===== src/rtl/mcu_block_scheduler_if.sv =====
// axi4_stream_if: AXI4-Stream bundle with master/slave views
interface axi4_stream_if #(
  parameter int DW = 8
) ();
  logic [DW-1:0]         tdata;
  logic [(DW+7)/8-1:0]   tkeep;
  logic [(DW+7)/8-1:0]   tstrb;
  logic                  tvalid;
  logic                  tready;
  logic                  tuser;
  logic                  tlast;
  modport master (output tdata, tkeep, tstrb, tvalid, tuser, tlast, input tready);
  modport slave  (input tdata, tkeep, tstrb, tvalid, tuser, tlast, output tready);
endinterface


===== src/rtl/mcu_block_scheduler.sv =====
// mcu_block_scheduler: grants whole Y/Cb/Cr 8x8 blocks to the shared block path in MCU order
module mcu_block_scheduler #(
  parameter int PX_WIDTH   = 8,
  parameter int MAT_SIZE   = 8,
  parameter bit CHROMA_420 = 1'b0
) (
  input  logic          clk_i,
  input  logic          rst_i,
  axi4_stream_if.slave  y_i,
  axi4_stream_if.slave  cb_i,
  axi4_stream_if.slave  cr_i,
  axi4_stream_if.master video_o,
  output logic [1:0]    comp_o,
  output logic          mcu_start_o,
  output logic          frame_done_o
);
  localparam int BW = $clog2(MAT_SIZE * MAT_SIZE);
  localparam logic [BW-1:0] LAST = BW'(MAT_SIZE * MAT_SIZE - 1);

  typedef enum logic [1:0] {SYNC, SEL_Y, SEL_CB, SEL_CR} state_t;

  state_t state, state_nx;
  logic [BW-1:0] beat_cnt;
  logic [1:0] y_cnt;
  logic [1:0] comp_nx;
  logic [PX_WIDTH-1:0] in_data, vo_data;
  logic vo_valid, vo_user, vo_last;
  logic dp_rdy, acc, blk_end, in_user, in_last, mcu_nx;

  assign dp_rdy  = !vo_valid || video_o.tready;
  assign blk_end = beat_cnt == LAST;
  assign mcu_nx  = state == SYNC || (state == SEL_Y && beat_cnt == '0 && y_cnt == 2'd0);

  assign video_o.tvalid = vo_valid;
  assign video_o.tdata  = vo_data;
  assign video_o.tuser  = vo_user;
  assign video_o.tlast  = vo_last;
  assign video_o.tkeep  = '1;
  assign video_o.tstrb  = '1;

  // In SYNC non-frame-start beats are always drained; the frame-start beat waits for a free output slot
  always_comb begin
    y_i.tready  = 1'b0;
    cb_i.tready = 1'b0;
    cr_i.tready = 1'b0;
    acc         = 1'b0;
    in_data     = y_i.tdata;
    in_user     = 1'b0;
    in_last     = 1'b0;
    comp_nx     = 2'd0;
    state_nx    = state;
    case (state)
      SYNC: begin
        y_i.tready = !y_i.tuser || dp_rdy;
        acc        = y_i.tvalid && y_i.tuser && dp_rdy;
        in_user    = 1'b1;
        state_nx   = acc ? SEL_Y : SYNC;
      end
      SEL_Y: begin
        y_i.tready = dp_rdy;
        acc        = y_i.tvalid && dp_rdy;
        in_user    = y_i.tuser;
        if (acc && blk_end) state_nx = (CHROMA_420 && y_cnt != 2'd3) ? SEL_Y : SEL_CB;
      end
      SEL_CB: begin
        cb_i.tready = dp_rdy;
        acc         = cb_i.tvalid && dp_rdy;
        in_data     = cb_i.tdata;
        comp_nx     = 2'd1;
        if (acc && blk_end) state_nx = SEL_CR;
      end
      default: begin
        cr_i.tready = dp_rdy;
        acc         = cr_i.tvalid && dp_rdy;
        in_data     = cr_i.tdata;
        in_last     = cr_i.tlast && blk_end;
        comp_nx     = 2'd2;
        if (acc && blk_end) state_nx = cr_i.tlast ? SYNC : SEL_Y;
      end
    endcase
  end

  always_ff @(posedge clk_i or posedge rst_i) begin
    if (rst_i) state <= SYNC;
    else       state <= state_nx;
  end

  always_ff @(posedge clk_i or posedge rst_i) begin
    if (rst_i) begin
      beat_cnt     <= '0;
      y_cnt        <= 2'd0;
      vo_valid     <= 1'b0;
      vo_data      <= '0;
      vo_user      <= 1'b0;
      vo_last      <= 1'b0;
      comp_o       <= 2'd0;
      mcu_start_o  <= 1'b0;
      frame_done_o <= 1'b0;
    end else begin
      frame_done_o <= vo_valid && video_o.tready && vo_last;
      if (acc) beat_cnt <= blk_end ? '0 : beat_cnt + BW'(1);
      if (acc && blk_end && state == SEL_Y) y_cnt <= (CHROMA_420 && y_cnt != 2'd3) ? y_cnt + 2'd1 : 2'd0;
      if (dp_rdy) vo_valid <= acc;
      if (acc) begin
        vo_data     <= in_data;
        vo_user     <= in_user;
        vo_last     <= in_last;
        comp_o      <= comp_nx;
        mcu_start_o <= mcu_nx;
      end
    end
  end
endmodule


===== src/flat_wrapper.sv =====
// flat-port wrapper written by rule: the top's interface ports become plain ports
module mcu_block_scheduler_flat 
#(
  parameter int PX_WIDTH   = 8,
  parameter int MAT_SIZE   = 8,
  parameter bit CHROMA_420 = 1'b0
)
  (clk_i, rst_i, comp_o, mcu_start_o, frame_done_o, y_i_tdata, y_i_tkeep, y_i_tstrb, y_i_tvalid, y_i_tuser, y_i_tlast, y_i_tready, cb_i_tdata, cb_i_tkeep, cb_i_tstrb, cb_i_tvalid, cb_i_tuser, cb_i_tlast, cb_i_tready, cr_i_tdata, cr_i_tkeep, cr_i_tstrb, cr_i_tvalid, cr_i_tuser, cr_i_tlast, cr_i_tready, video_o_tdata, video_o_tkeep, video_o_tstrb, video_o_tvalid, video_o_tuser, video_o_tlast, video_o_tready);
  axi4_stream_if #(.DW(8)) y_i_i ();
  axi4_stream_if #(.DW(8)) cb_i_i ();
  axi4_stream_if #(.DW(8)) cr_i_i ();
  axi4_stream_if #(.DW(8)) video_o_i ();
  input  logic clk_i;
  input  logic rst_i;
  output logic [1:0] comp_o;
  output logic mcu_start_o;
  output logic frame_done_o;
  input wire logic [$bits(y_i_i.tdata)-1:0] y_i_tdata;
  input wire logic [$bits(y_i_i.tkeep)-1:0] y_i_tkeep;
  input wire logic [$bits(y_i_i.tstrb)-1:0] y_i_tstrb;
  input wire logic [$bits(y_i_i.tvalid)-1:0] y_i_tvalid;
  input wire logic [$bits(y_i_i.tuser)-1:0] y_i_tuser;
  input wire logic [$bits(y_i_i.tlast)-1:0] y_i_tlast;
  output wire logic [$bits(y_i_i.tready)-1:0] y_i_tready;
  input wire logic [$bits(cb_i_i.tdata)-1:0] cb_i_tdata;
  input wire logic [$bits(cb_i_i.tkeep)-1:0] cb_i_tkeep;
  input wire logic [$bits(cb_i_i.tstrb)-1:0] cb_i_tstrb;
  input wire logic [$bits(cb_i_i.tvalid)-1:0] cb_i_tvalid;
  input wire logic [$bits(cb_i_i.tuser)-1:0] cb_i_tuser;
  input wire logic [$bits(cb_i_i.tlast)-1:0] cb_i_tlast;
  output wire logic [$bits(cb_i_i.tready)-1:0] cb_i_tready;
  input wire logic [$bits(cr_i_i.tdata)-1:0] cr_i_tdata;
  input wire logic [$bits(cr_i_i.tkeep)-1:0] cr_i_tkeep;
  input wire logic [$bits(cr_i_i.tstrb)-1:0] cr_i_tstrb;
  input wire logic [$bits(cr_i_i.tvalid)-1:0] cr_i_tvalid;
  input wire logic [$bits(cr_i_i.tuser)-1:0] cr_i_tuser;
  input wire logic [$bits(cr_i_i.tlast)-1:0] cr_i_tlast;
  output wire logic [$bits(cr_i_i.tready)-1:0] cr_i_tready;
  output wire logic [$bits(video_o_i.tdata)-1:0] video_o_tdata;
  output wire logic [$bits(video_o_i.tkeep)-1:0] video_o_tkeep;
  output wire logic [$bits(video_o_i.tstrb)-1:0] video_o_tstrb;
  output wire logic [$bits(video_o_i.tvalid)-1:0] video_o_tvalid;
  output wire logic [$bits(video_o_i.tuser)-1:0] video_o_tuser;
  output wire logic [$bits(video_o_i.tlast)-1:0] video_o_tlast;
  input wire logic [$bits(video_o_i.tready)-1:0] video_o_tready;
  assign y_i_i.tdata = y_i_tdata;
  assign y_i_i.tkeep = y_i_tkeep;
  assign y_i_i.tstrb = y_i_tstrb;
  assign y_i_i.tvalid = y_i_tvalid;
  assign y_i_i.tuser = y_i_tuser;
  assign y_i_i.tlast = y_i_tlast;
  assign y_i_tready = y_i_i.tready;
  assign cb_i_i.tdata = cb_i_tdata;
  assign cb_i_i.tkeep = cb_i_tkeep;
  assign cb_i_i.tstrb = cb_i_tstrb;
  assign cb_i_i.tvalid = cb_i_tvalid;
  assign cb_i_i.tuser = cb_i_tuser;
  assign cb_i_i.tlast = cb_i_tlast;
  assign cb_i_tready = cb_i_i.tready;
  assign cr_i_i.tdata = cr_i_tdata;
  assign cr_i_i.tkeep = cr_i_tkeep;
  assign cr_i_i.tstrb = cr_i_tstrb;
  assign cr_i_i.tvalid = cr_i_tvalid;
  assign cr_i_i.tuser = cr_i_tuser;
  assign cr_i_i.tlast = cr_i_tlast;
  assign cr_i_tready = cr_i_i.tready;
  assign video_o_tdata = video_o_i.tdata;
  assign video_o_tkeep = video_o_i.tkeep;
  assign video_o_tstrb = video_o_i.tstrb;
  assign video_o_tvalid = video_o_i.tvalid;
  assign video_o_tuser = video_o_i.tuser;
  assign video_o_tlast = video_o_i.tlast;
  assign video_o_i.tready = video_o_tready;
  mcu_block_scheduler #(.PX_WIDTH(PX_WIDTH), .MAT_SIZE(MAT_SIZE), .CHROMA_420(CHROMA_420)) u_core (.clk_i(clk_i), .rst_i(rst_i), .y_i(y_i_i), .cb_i(cb_i_i), .cr_i(cr_i_i), .video_o(video_o_i), .comp_o(comp_o), .mcu_start_o(mcu_start_o), .frame_done_o(frame_done_o));
endmodule

===== config.mk =====
export PLATFORM = sky130hd
export DESIGN_NAME = mcu_block_scheduler_flat
export DESIGN_NICKNAME = d
export VERILOG_FILES = /design/src/rtl/mcu_block_scheduler_if.sv /design/src/rtl/mcu_block_scheduler.sv /design/src/flat_wrapper.sv
export SDC_FILE = /design/constraint.sdc
export NUM_CORES = 1
export LEC_CHECK = 0
export BUFFER_PORTS_ARGS = -buffer_cell sky130_fd_sc_hd__buf_2
export CAP_MARGIN = 20
export CORE_MARGIN = 3
export CORE_UTILIZATION = 47
export CTS_CLUSTER_SIZE = 20
export DETAILED_ROUTE_END_ITERATION = 6
export PLACE_DENSITY_LB_ADDON = 0.15
export SLEW_MARGIN = 25
export SYNTH_ARGS = -nofsm -noshare
export SYNTH_HDL_FRONTEND = slang
export SYNTH_SLANG_ARGS = --single-unit

===== constraint.sdc =====
create_clock -name clk_i -period 2.7 [get_ports clk_i]
set_input_delay 0.81 -clock clk_i [delete_from_list [all_inputs] [get_ports clk_i]]
set_output_delay 0.81 -clock clk_i [all_outputs]
set_load 0.03 [all_outputs]

## Word-level counts from Yosys, hierarchy flattened

Index checks and enable logic that the tools add are counted.

- Logic and storage cells: 53
- Register bits: 23
- Output and inout port bits: 20

- Equal/unequal tests: 5
- Add/sub/neg operators: 1
- Reduce and logical (&&, ||, !) cells: 23
- Multiplexer cells: 15

Operator list:

| operator | count |
|---|---|
| 8-bit case mux with 2 select lines | 1 |
| 1-bit logical AND | 12 |
| 6-bit by 1-bit adder with 6-bit output, second input constant | 1 |
| 6-bit == test, second input constant | 1 |
| 6-bit logical NOT | 1 |
| 2-bit two-way mux | 3 |
| 6-bit two-way mux | 1 |
| 2-bit case mux with 3 select lines | 1 |
| 1-bit two-way mux | 5 |
| 2-bit by 1-bit != test with 1-bit output, second input constant | 2 |
| 1-bit case mux with 2 select lines | 2 |
| 2-bit case mux with 2 select lines | 1 |
| 4-bit nonzero test | 1 |
| 1-bit logical OR | 3 |
| 1-bit case mux with 3 select lines | 1 |
| 3-bit AND reduction | 1 |
| 3-bit OR reduction | 1 |
| 2-bit by 1-bit == test with 1-bit output, second input constant | 1 |
| 2-bit == test, second input constant | 1 |
| 1-bit logical NOT | 2 |
| 2-bit logical NOT | 1 |
| 2-bit OR reduction | 1 |

## Longest topological paths before layout

Gate-level depths: netlist of run 1.

- Word-level depth: 6
- Depth in mapped cells: 7
- Mapped depth without buffers: 6

## Worst setup path before layout of run 1

Ideal clock, no wire load.

- Kind: input to output
- Start: input video_o_tready
- End: output y_i_tready
- Setup slack: 413 ps
- Stages on the path: 3
- Data arrival time: 1477 ps
- Required time: 1890 ps
- Path through: or2b_2 -> a21oi_1 -> a21oi_1

- Cells in the longest elaborated chain, start to end: 3

Ends and longest elaborated chain:

| element | line | text |
|---|---|---|
| start: declaration | flat_wrapper.sv:45 | `input wire logic [$bits(video_o_i.tready)-1:0] video_o_tready;` |
| 1-bit logical OR * | mcu_block_scheduler.sv:30 | `assign dp_rdy = !vo_valid \|\| video_o.tready;` |
| 1-bit logical OR | mcu_block_scheduler.sv:54 | `y_i.tready = !y_i.tuser \|\| dp_rdy;` |
| 1-bit case mux with 2 select lines * | mcu_block_scheduler.sv:52 | `case (state)` |
| end: declaration | flat_wrapper.sv:24 | `output wire logic [$bits(y_i_i.tready)-1:0] y_i_tready;` |

Every way passes the cells marked *; elsewhere a longest branch is shown, timed or not.

## Final worst setup path of run 1

- Start: register u_core.state[0]
- End: output cb_i_tready

- Cells in the longest elaborated chain, start to end: 2

Ends and longest elaborated chain:

| element | line | text |
|---|---|---|
| start: declaration | mcu_block_scheduler.sv:22 | `state_t state, state_nx;` |
| start signal: assignment | mcu_block_scheduler.sv:85 | `else state <= state_nx;` |
| 2-bit == test | mcu_block_scheduler.sv:52 |  |
| 1-bit two-way mux | mcu_block_scheduler.sv:52 |  |
| end: declaration | flat_wrapper.sv:31 | `output wire logic [$bits(cb_i_i.tready)-1:0] cb_i_tready;` |

No other way between the ends.

==> summary.txt, run 1 <==
Outcome
  – Status: finished, final reports clean

Finish
  – Synth-to-layout area growth: 19.38%
  – Fillers: 250
  – Register area: between 500 and 600 sq um
  – Ant diodes: 0
  – Design area: about 1700 sq um
  – Final Core Density: 0.6053
  – Area taken by multi-input logic gates: ~780 sq um
  – # nets final: approximately 240
  – Share of cells above drive strength 1: 0.4171

Placement
  – Dpl hpwl: 2488 um
  – Placed Area: 1699 sq um
  – RD Place Congestion: roughly 0.86
  – Port bufs: between 40 and 50

Synth
  – Sequential fraction of the synthesis area: 0.3979
  – Gate Count Post-Synth: between 100 and 150
  – Post-synthesis cell area: between 1000 and 1500 sq um
  – Top cell type's share of synthesized area: 0.3979
  – Synth Area in Compound Gates: 0.1990
  – Post-synth EDFFs: 0
  – Predominant post-synthesis flop cell: dfrtp_1
  – Post-synthesis adder-cell area fraction: 0.05190
  – Synth Area per Inst: around 10 sq um
  – Multiplexer share of the synthesized area: 0.1133
  – Largest family of logic cells by synthesized area: compound AO/OA/AOI/OAI gates
  – Synth cell types: 42
  – Post-Synth Simple-Gate Area: 0.1548
  – Count leader, synth: dfrtp_1
  – Yosys reg bits: 23
  – Post-synth top area cell: dfrtp_1
  – Yosys warns: 0
  – Async SR Flop Fraction: 1.000
  – Most frequent cells after synthesis: dfrtp_1, nand2_1, o21ai_0
  – Largest cells by area after synthesis: dfrtp_1, mux2_2, ha_1
  – Post-Synth XOR/XNOR Area: 0.01211

Routing
  – DRC: 0
  – Initial DRC Count: a little over 40
  – Final ANT Viol Nets: 0
  – Number of iterations in the first detailed-routing pass: 4
  – Vias: ~1200
  – Drt total wl: around 3200 um
  – Vias per Instance: 5.569
  – Per-cell routed wire length: 14.62 um

Worst setup path
  – Data required time of the critical path: 1.89 ns
  – Worst setup SP type: flop
  – Endpoint arrival time on the critical path: 1.70 ns
  – Critical path type: reg -> out
  – Max FO, Critical Path: 13
  – Worst-case reg-to-reg path depth: 7
  – Worst setup EP type: primary output

CTS
  – Htree depth: 1
  – Worst-skew pair later-pin latency: about 0.31 ns
  – Longest Clk Path Bufs: 2
  – CTS tree: yes
  – CTS Hold Bufs: 0
  – Clock root buffer: clkbuf_4
  – # resized after CTS: 0
  – Clock sinks: 23
  – Reg clk slew, reported paths: approximately 0.13 ns
  – Setup Buffers After CTS: 0
  – Clock buffer count from CTS: 3

Worst hold path
  – HP Class: in -> async

STA
  – Worst slew margin: 0.6271
  – Max-slew violations: 0
  – Peak Freq: 398.3 MHz
  – RSZ-0062 raised after global routing: no
  – Final hold vios: 0
  – Worst Tran Pin Value: approximately 0.55 ns
  – Setup TNS: 0 ns
  – Final min period: about 2.5 ns
  – # setup viols final: 0
  – Tcrit/Tclk final: 0.9298
  – Skew final: ~0.007 ns

Power
  – Power per cell area: about 1200 nW/um^2
  – Worst VDD drop: between 0.5 and 0.6 mV
  – Leak: between 0.0008 and 0.0009 uW

GRT
  – GR Overflow Total: 0
  – Largest net degree at the start of global routing: 24
  – Total global-route track usage: 0.1754
  – Global-route wire length before repair: ~5000 um
  – Antenna violations before repair: 0
  – Number of global-route vias before repair: between 1000 and 1500

Floorplanning
  – Die outline height: a little over 60 um
  – Rows: 19
  – Initial Util: 0.5070
  – Area of the die: roughly 3800 sq um
  – IO Pins: 62
  – Core area: ~2900 sq um
  – Die X: slightly above 60 um

Flow run
  – Max cap viols: 0
==> cell usage in the layout (no fill, tap or decap), types with 2 or more instances in the layout <==
master,Yosys,layout
a21oi_1,5,5
a22oi_1,8,8
a32o_1,2,2
and2_1,2,2
buf_2,1,49
buf_4,2,3
clkbuf_4,0,3
conb_1,1,2
dfrtp_1,23,23
ha_1,6,6
inv_1,11,11
mux2_2,7,7
mux2_4,3,3
mux2i_1,4,4
nand2_1,12,12
nand3_1,2,2
nor2_1,3,3
nor3_2,2,2
o211ai_1,2,2
o21ai_0,12,12
o31ai_1,3,3
o41ai_1,3,3
xnor2_1,2,2
==> power breakdown <==
| group | switching (uW) | total [uW] | internal, uW |
|---|---|---|---|
| logic | 730 | 1220 | 490 |
| registers | 113 | 604 | 490 |
| clock network | 107 | 163 | 55.4 |
==> path summary, 6_finish.rpt <==
path	endpoint	from	slack [ns]
setup / recovery	cb_i_tready	u_core.state[0]	0.19
max in group asynchronous	u_core.video_o.tdata[3]	rst_i	1.96
min in group clk_i	u_core.mcu_start_o	u_core.mcu_start_o	0.51
hold / removal	u_core.beat_cnt[1]	rst_i	0.51
hold reg to reg	u_core.mcu_start_o	u_core.mcu_start_o	0.51
setup reg to reg	u_core.video_o.tdata[6]	u_core.state[0]	0.52
==> final cells by class <==
class / instances / area share
clock buffers: 3 / 0.01304
well taps: 31 / 0.02246
flip-flops and latches: 23 / 0.3333
repair buffers: 52 / 0.1551
inverters: 11 / 0.02391
clock inverters: 1 / 0.002899
multi-input cells: 97 / 0.4493
==> critical path: stages (launching register included) <==
cell and delay, ns:
dfrtp_1 0.42, inv_1 0.12, ha_1 0.47, and2_1 0.19, buf_2 0.19
==> layer usage <==
layer | global-route usage | up-vias | share of wire
met2 | 0.2749 | 42 | 0.48
met4 | 0.05455 | 0 | 0.0082
li1 | - | 599 | -
met5 | 0 | - | 0
met1 | 0.2481 | 571 | 0.45
met3 | 0.02935 | 2 | 0.066
==> registers in the layout, summed over array words and instances, names as in the netlist <==
signal / count
u_core.mcu_start_o: 1
u_core.beat_cnt: 6
u_core.video_o.tlast: 1
u_core.comp_o: 2
u_core.video_o.tdata: 8
u_core.video_o.tvalid: 1
u_core.frame_done_o: 1
u_core.state: 2
u_core.video_o.tuser: 1
==> through the flow <==
step	total power [uW]	hold slack [ns]	setup slack (ns)	std cells
finish	1987	0.5056	0.1894	218
global route	2153	0.5113	0.04376	218
CTS	2010	0.5087	0.1645	218
detailed placement	1843	0.4880	0.2246	214
global placement	1801	0.4822	0.2235	214
floorplan	1566	0.4854	0.4132	139
==> logic make-up after synthesis <==
kind of cell,Yosys count
adder cells (fa/ha/maj),6
other,1
XOR/XNOR,2
flip-flops,23
AND/OR/NAND/NOR,32
AO/OA/AOI/OAI,41
multiplexers,14
buffers and inverters,19
Note: power is estimated with default switching activity, not from simulation.
==> inputs of run 2 (changes only) <==
- CORE_ASPECT_RATIO: default -> 0.8
==> run 2 against run 1 <==
Net effect:
- sequential power up 0.8%
- clock skew is 0.0017 ns lower
- first-iteration DRC count rose to 3.3 times the previous value
- clock power is 28% higher
- non-clock buffer count did not move
- combinational power about the same
- global-route usage grew 1.6 points
- power grew 3.6%
- worst hold slack got worse by 0.0030 ns
- critical endpoint is now y_i_tready
==> summary.txt, run 2 (same netlist as run 1, synthesis figures left out) <==
Flow run
  – Max cap viols: 0 (unchanged)

Finish
  – # nets final: 236 (unchanged)
  – Ant diodes: 0 (unchanged)
  – Fin cells: 225 (was 218)
  – Share of cells above drive strength 1: 0.4171 (unchanged)
  – Most common cell after layout, fill and taps aside: buf_2 (unchanged)
  – Largest register FFs: 8 (unchanged)
  – Design area: 1754 sq um (was 1727 sq um)
  – Most frequent cells in the layout: buf_2, dfrtp_1, nand2_1, o21ai_0, inv_1 (unchanged)
  – Final Core Density: 0.6155 (was 0.6053)
  – Synth-to-layout area growth: 21.28% (was 19.38%)
  – Fillers: 247 (was 250)

CTS
  – Clock buffer count from CTS: 3 (unchanged)
  – CTS Hold Bufs: 0 (unchanged)
  – Reg clk slew, reported paths: 0.07 ns (was 0.13 ns)
  – Clock sinks: 23 (unchanged)
  – CTS tree: yes (unchanged)
  – Htree depth: 1 (unchanged)
  – Setup Buffers After CTS: 0 (unchanged)
  – # resized after CTS: 0 (unchanged)
  – Clock root buffer: clkbuf_8 (was clkbuf_4)
  – Worst-skew pair later-pin latency: 0.26 ns (was 0.31 ns)
  – Longest Clk Path Bufs: 2 (unchanged)

Worst setup path
  – Critical path type: in -> out (was reg -> out)
  – Max FO, Critical Path: 5 (was 13)
  – Slowest CP cell: or2b_2 (was ha_1)
  – Crit-path cells: buf_2 -> or2b_2 -> a21oi_1 -> a21oi_1 -> buf_2 (was inv_1 -> ha_1 -> and2_1 -> buf_2)
  – Worst setup SP type: input port (was flop)
  – Endpoint arrival time on the critical path: 1.69 ns (was 1.70 ns)
  – Data required time of the critical path: 1.89 ns (about the same)
  – Worst setup EP type: primary output (unchanged)
  – Critical path's largest stage delay: 0.34 ns (was 0.47 ns)

Outcome
  – Status: finished, final reports clean (unchanged)

Placement
  – Placed Area: 1708 sq um (was 1699 sq um)
  – Dpl hpwl: 2584 um (was 2488 um)
  – Post-placement cell count: 221 (was 214)
  – RD Place Congestion: 0.7974 (was 0.8563)
  – Port bufs: 49 (unchanged)

Floorplanning
  – Area of the die: 3783 sq um (was 3779 sq um)
  – IO Pins: 62 (unchanged)
  – Initial Util: 0.5075 (was 0.5070)
  – Rows: 17 (was 19)
  – Core area: 2850 sq um (was 2853 sq um)
  – Die outline height: 55.62 um (was 61.48 um)
  – Die X: 68.02 um (was 61.48 um)

GRT
  – Total global-route track usage: 0.1913 (was 0.1754)
  – Largest net degree at the start of global routing: 24 (unchanged)
  – Global-route wire length before repair: 5506 um (was 4864 um)
  – Antenna violations before repair: 0 (unchanged)
  – Number of global-route vias before repair: 1168 (was 1088)
  – GR Overflow Total: 0 (unchanged)

Routing
  – Vias per Instance: 5.560 (was 5.569)
  – Per-cell routed wire length: 14.60 um (was 14.62 um)
  – Vias: 1251 (was 1214)
  – Number of iterations in the first detailed-routing pass: 4 (unchanged)
  – Drt total wl: 3285 um (was 3188 um)
  – Initial DRC Count: 134 (was 41)
  – Final ANT Viol Nets: 0 (unchanged)
  – DRC: 0 (unchanged)

STA
  – Max-slew violations: 0 (unchanged)
  – Peak Freq: 400.4 MHz (was 398.3 MHz)
  – Setup TNS: 0 ns (unchanged)
  – Worst slew margin: 0.4270 (was 0.6271)
  – # setup viols final: 0 (unchanged)
  – Skew final: 0.005276 ns (was 0.006939 ns)
  – Final hold vios: 0 (unchanged)
  – RSZ-0062 raised after global routing: no (unchanged)
  – Final min period: 2.498 ns (was 2.511 ns)
  – Tcrit/Tclk final: 0.9250 (was 0.9298)
  – Worst Tran Pin Value: 0.8586 ns (was 0.5522 ns)

Power
  – Leak: 0.0008815 uW (was 0.0008740 uW)
  – Worst VDD drop: 0.4900 mV (was 0.5329 mV)
  – Power per cell area: 1173 nW/um^2 (was 1151 nW/um^2)
  – Total power draw: 2058 uW (was 1987 uW)

Worst hold path
  – HP Class: reg -> reg (was in -> async)
## run 2: area by class of cell
class | instances | area (sq um) | area share
inverters | 11 | 41.29 | 0.02354
clock buffers | 3 | 41.29 | 0.02354
clock inverters | 1 | 5.005 | 0.002853
multi-input cells | 97 | 775.7 | 0.4422
well taps | 38 | 47.55 | 0.02710
repair buffers | 52 | 267.8 | 0.1526
flip-flops and latches | 23 | 575.6 | 0.3281
## run 2: per-stage QoR
stage,worst slack [ns],hold slack (ns)
after floorplan,0.4132,0.4854
final,0.2025,0.5026
after detailed placement,0.2088,0.4879
after global routing,0.1328,0.5125
after global placement,0.2311,0.4845
after CTS,0.2120,0.5078
## run 2: metal layers
layer	GRT usage	wire length [um]	share of wire	vias to the layer above
met4	0.05949	37	0.011	0
li1	-	-	-	600
met3	0.05051	279	0.085	4
met1	0.2833	1494	0.45	599
met2	0.2692	1474	0.45	48
met5	0	0	0	-
## run 2: path summary, 6_finish.rpt
path / startpoint / to / slack, ns / cells after the start
min in group asynchronous: rst_i / u_core.video_o.tdata[6] / 0.71 / 2
hold reg to reg: u_core.video_o.tdata[1] / u_core.video_o.tdata[1] / 0.50 / 1
setup / recovery: video_o_tready / y_i_tready / 0.20 / 5
max in group asynchronous: rst_i / u_core.state[0] / 1.46 / 2
setup reg to reg: u_core.state[0] / u_core.video_o.tdata[0] / 0.53 / 7
hold / removal: u_core.video_o.tdata[1] / u_core.video_o.tdata[1] / 0.50 / 1
## run 2: critical path: cells and delay by family
kind                   cells  cell delay, ns
AO/OA/AOI/OAI              2            0.22
buffers and inverters      2            0.32
AND/OR/NAND/NOR            1            0.34
## run 2: where the power goes
| group | total [uW] | switching [uW] | internal [uW] |
|---|---|---|---|
| combinational | 1240 | 740 | 500 |
| sequential | 609 | 117 | 492 |
| clock | 209 | 106 | 103 |
| total | 2060 | 964 | 1090 |
==> inputs of run 3 (changes only) <==
- PLACE_DENSITY: default -> 0.86
- PLACE_DENSITY_LB_ADDON: 0.15 -> default
==> run 3 against run 2 <==
Net effect:
- clock power about the same
- worst hold slack better by 0.0043 ns
- global-route usage up 0.16 points
- clock skew down 0.0036 ns
- setup slack better by 0.025 ns
==> summary.txt, run 3 (same netlist as run 1, synthesis figures left out) <==
GRT
  – Global-route wire length before repair: 5644 um (was 5506 um)
  – Largest net degree at the start of global routing: 24 (unchanged)
  – Number of global-route vias before repair: 1214 (was 1168)
  – GR Overflow Total: 0 (unchanged)
  – Antenna violations before repair: 0 (unchanged)
  – Total global-route track usage: 0.1929 (was 0.1913)

STA
  – Tcrit/Tclk final: 0.9159 (was 0.9250)
  – # setup viols final: 0 (unchanged)
  – Max-slew violations: 0 (unchanged)
  – Final min period: 2.473 ns (was 2.498 ns)
  – RSZ-0062 raised after global routing: no (unchanged)
  – Peak Freq: 404.4 MHz (was 400.4 MHz)
  – WHS: 0.5069 ns (was 0.5026 ns)
  – Final hold vios: 0 (unchanged)
  – Worst slew margin: 0.4354 (was 0.4270)
  – Skew final: 0.001725 ns (was 0.005276 ns)
  – Setup TNS: 0 ns (unchanged)
  – Worst Tran Pin Value: 0.8460 ns (was 0.8586 ns)

CTS
  – Clock buffer count from CTS: 3 (unchanged)
  – Worst-skew pair later-pin latency: 0.26 ns (about the same)
  – # resized after CTS: 0 (unchanged)
  – CTS tree: yes (unchanged)
  – Clock root buffer: clkbuf_8 (unchanged)
  – Longest Clk Path Bufs: 2 (unchanged)
  – Reg clk slew, reported paths: 0.08 ns (was 0.07 ns)
  – CTS Hold Bufs: 0 (unchanged)
  – Htree depth: 1 (unchanged)
  – Clock sinks: 23 (unchanged)
  – Setup Buffers After CTS: 0 (unchanged)

Worst hold path
  – Worst hold start: u_core.video_o.tdata[1] (unchanged)
  – HP Class: reg -> reg (unchanged)

Finish
  – Largest register FFs: 8 (unchanged)
  – Synth-to-layout area growth: 21.71% (was 21.28%)
  – Ant diodes: 0 (unchanged)
  – Most common cell after layout, fill and taps aside: buf_2 (unchanged)
  – # nets final: 237 (was 236)
  – Final Core Density: 0.6176 (was 0.6155)
  – Design area: 1760 sq um (was 1754 sq um)
  – Most frequent cells in the layout: buf_2, dfrtp_1, nand2_1, o21ai_0, inv_1 (unchanged)
  – Share of cells above drive strength 1: 0.4149 (was 0.4171)

Worst setup path
  – CP startpoint: video_o_tready (unchanged)
  – Worst r2r src: u_core.state[1] (was u_core.state[0])
  – Endpoint arrival time on the critical path: 1.66 ns (was 1.69 ns)
  – Critical path type: in -> out (unchanged)
  – Max FO, Critical Path: 5 (unchanged)
  – Crit-path cells: buf_2 -> or2b_2 -> a21oi_1 -> a21oi_1 -> buf_2 (unchanged)
  – Critical path's largest stage delay: 0.34 ns (about the same)
  – Worst setup SP type: input port (unchanged)
  – Worst Setup EP: y_i_tready (unchanged)
  – Slowest CP cell: or2b_2 (unchanged)
  – R2r endpoint: u_core.video_o.tdata[6] (was u_core.video_o.tdata[0])
  – Worst setup EP type: primary output (unchanged)
  – Data required time of the critical path: 1.89 ns (about the same)
  – FF-to-FF setup slack: 0.69 ns (was 0.53 ns)
  – Worst-case reg-to-reg path depth: 6 (was 7)

Routing
  – Initial DRC Count: 83 (was 134)
  – Number of iterations in the first detailed-routing pass: 4 (unchanged)
  – Drt total wl: 3443 um (was 3285 um)
  – Final ANT Viol Nets: 0 (unchanged)
  – Per-cell routed wire length: 15.23 um (was 14.60 um)
  – DRC: 0 (unchanged)
  – Vias per Instance: 5.611 (was 5.560)
  – Vias: 1268 (was 1251)

Flow run
  – Max cap viols: 0 (unchanged)

Placement
  – RD Place Congestion: 0.8908 (was 0.7974)
  – Placed Area: 1715 sq um (was 1708 sq um)
  – Port bufs: 49 (unchanged)
  – Dpl hpwl: 2699 um (was 2584 um)

Floorplanning
  – Core area: 2850 sq um (unchanged)
  – Die X: 68.02 um (unchanged)
  – IO Pins: 62 (unchanged)
  – Rows: 17 (unchanged)
  – Die outline height: 55.62 um (unchanged)
  – Initial Util: 0.5075 (unchanged)
  – Area of the die: 3783 sq um (unchanged)

Power
  – Worst VDD drop: 0.6385 mV (was 0.4900 mV)
  – Total power draw: 2087 uW (was 2058 uW)
  – Power per cell area: 1186 nW/um^2 (was 1173 nW/um^2)
  – Leak: 0.0008836 uW (was 0.0008815 uW)

Outcome
  – Status: finished, final reports clean (unchanged)
-- run 3: worst min path at each step --
stage                         endpoint  cells after the start
5_1_grt               u_core.comp_o[0]                      1
6_report       u_core.video_o.tdata[1]                      1
3_3_place_gp   u_core.video_o.tdata[1]                      1
4_1_cts        u_core.video_o.tdata[1]                      1
3_5_place_dp   u_core.video_o.tdata[1]                      1
2_1_floorplan       u_core.beat_cnt[5]                      1
-- run 3: area by class of cell --
type                       count  area (sq um)
multi-input combinational     97         775.7
fill                         236          1090
tap                           38         47.55
clock buffer                   4         45.04
timing repair buffer          53         275.3
inverter                      11         41.29
sequential                    23         575.6
-- run 3: power breakdown --
group	switching, uW	leakage, uW	internal (uW)	total [uW]
sequential	124	0.000279	492	616
combinational	753	0.000582	509	1260
clock	104	0.0000228	105	209
-- run 3: stage by stage --
stage,setup slack [ns],std cells
floorplan,0.4132,139
global placement,0.2356,222
detailed placement,0.2376,222
CTS,0.2302,226
global route,0.1925,226
finish,0.2270,226
-- run 3: per-layer routing --
metal	wire length, um	vias to the layer above	track usage	part of all wire
met5	0	-	0	0
met2	1780	49	0.3159	0.52
met4	39	0	0.05382	0.011
li1	-	602	-	-
met3	211	4	0.05051	0.061
met1	1411	613	0.2471	0.41
-- run 3: critical path: cells and delay by family --
family          cells  cell delay, ns
buf+inv             2            0.32
simple gates        1            0.34
compound gates      2            0.21
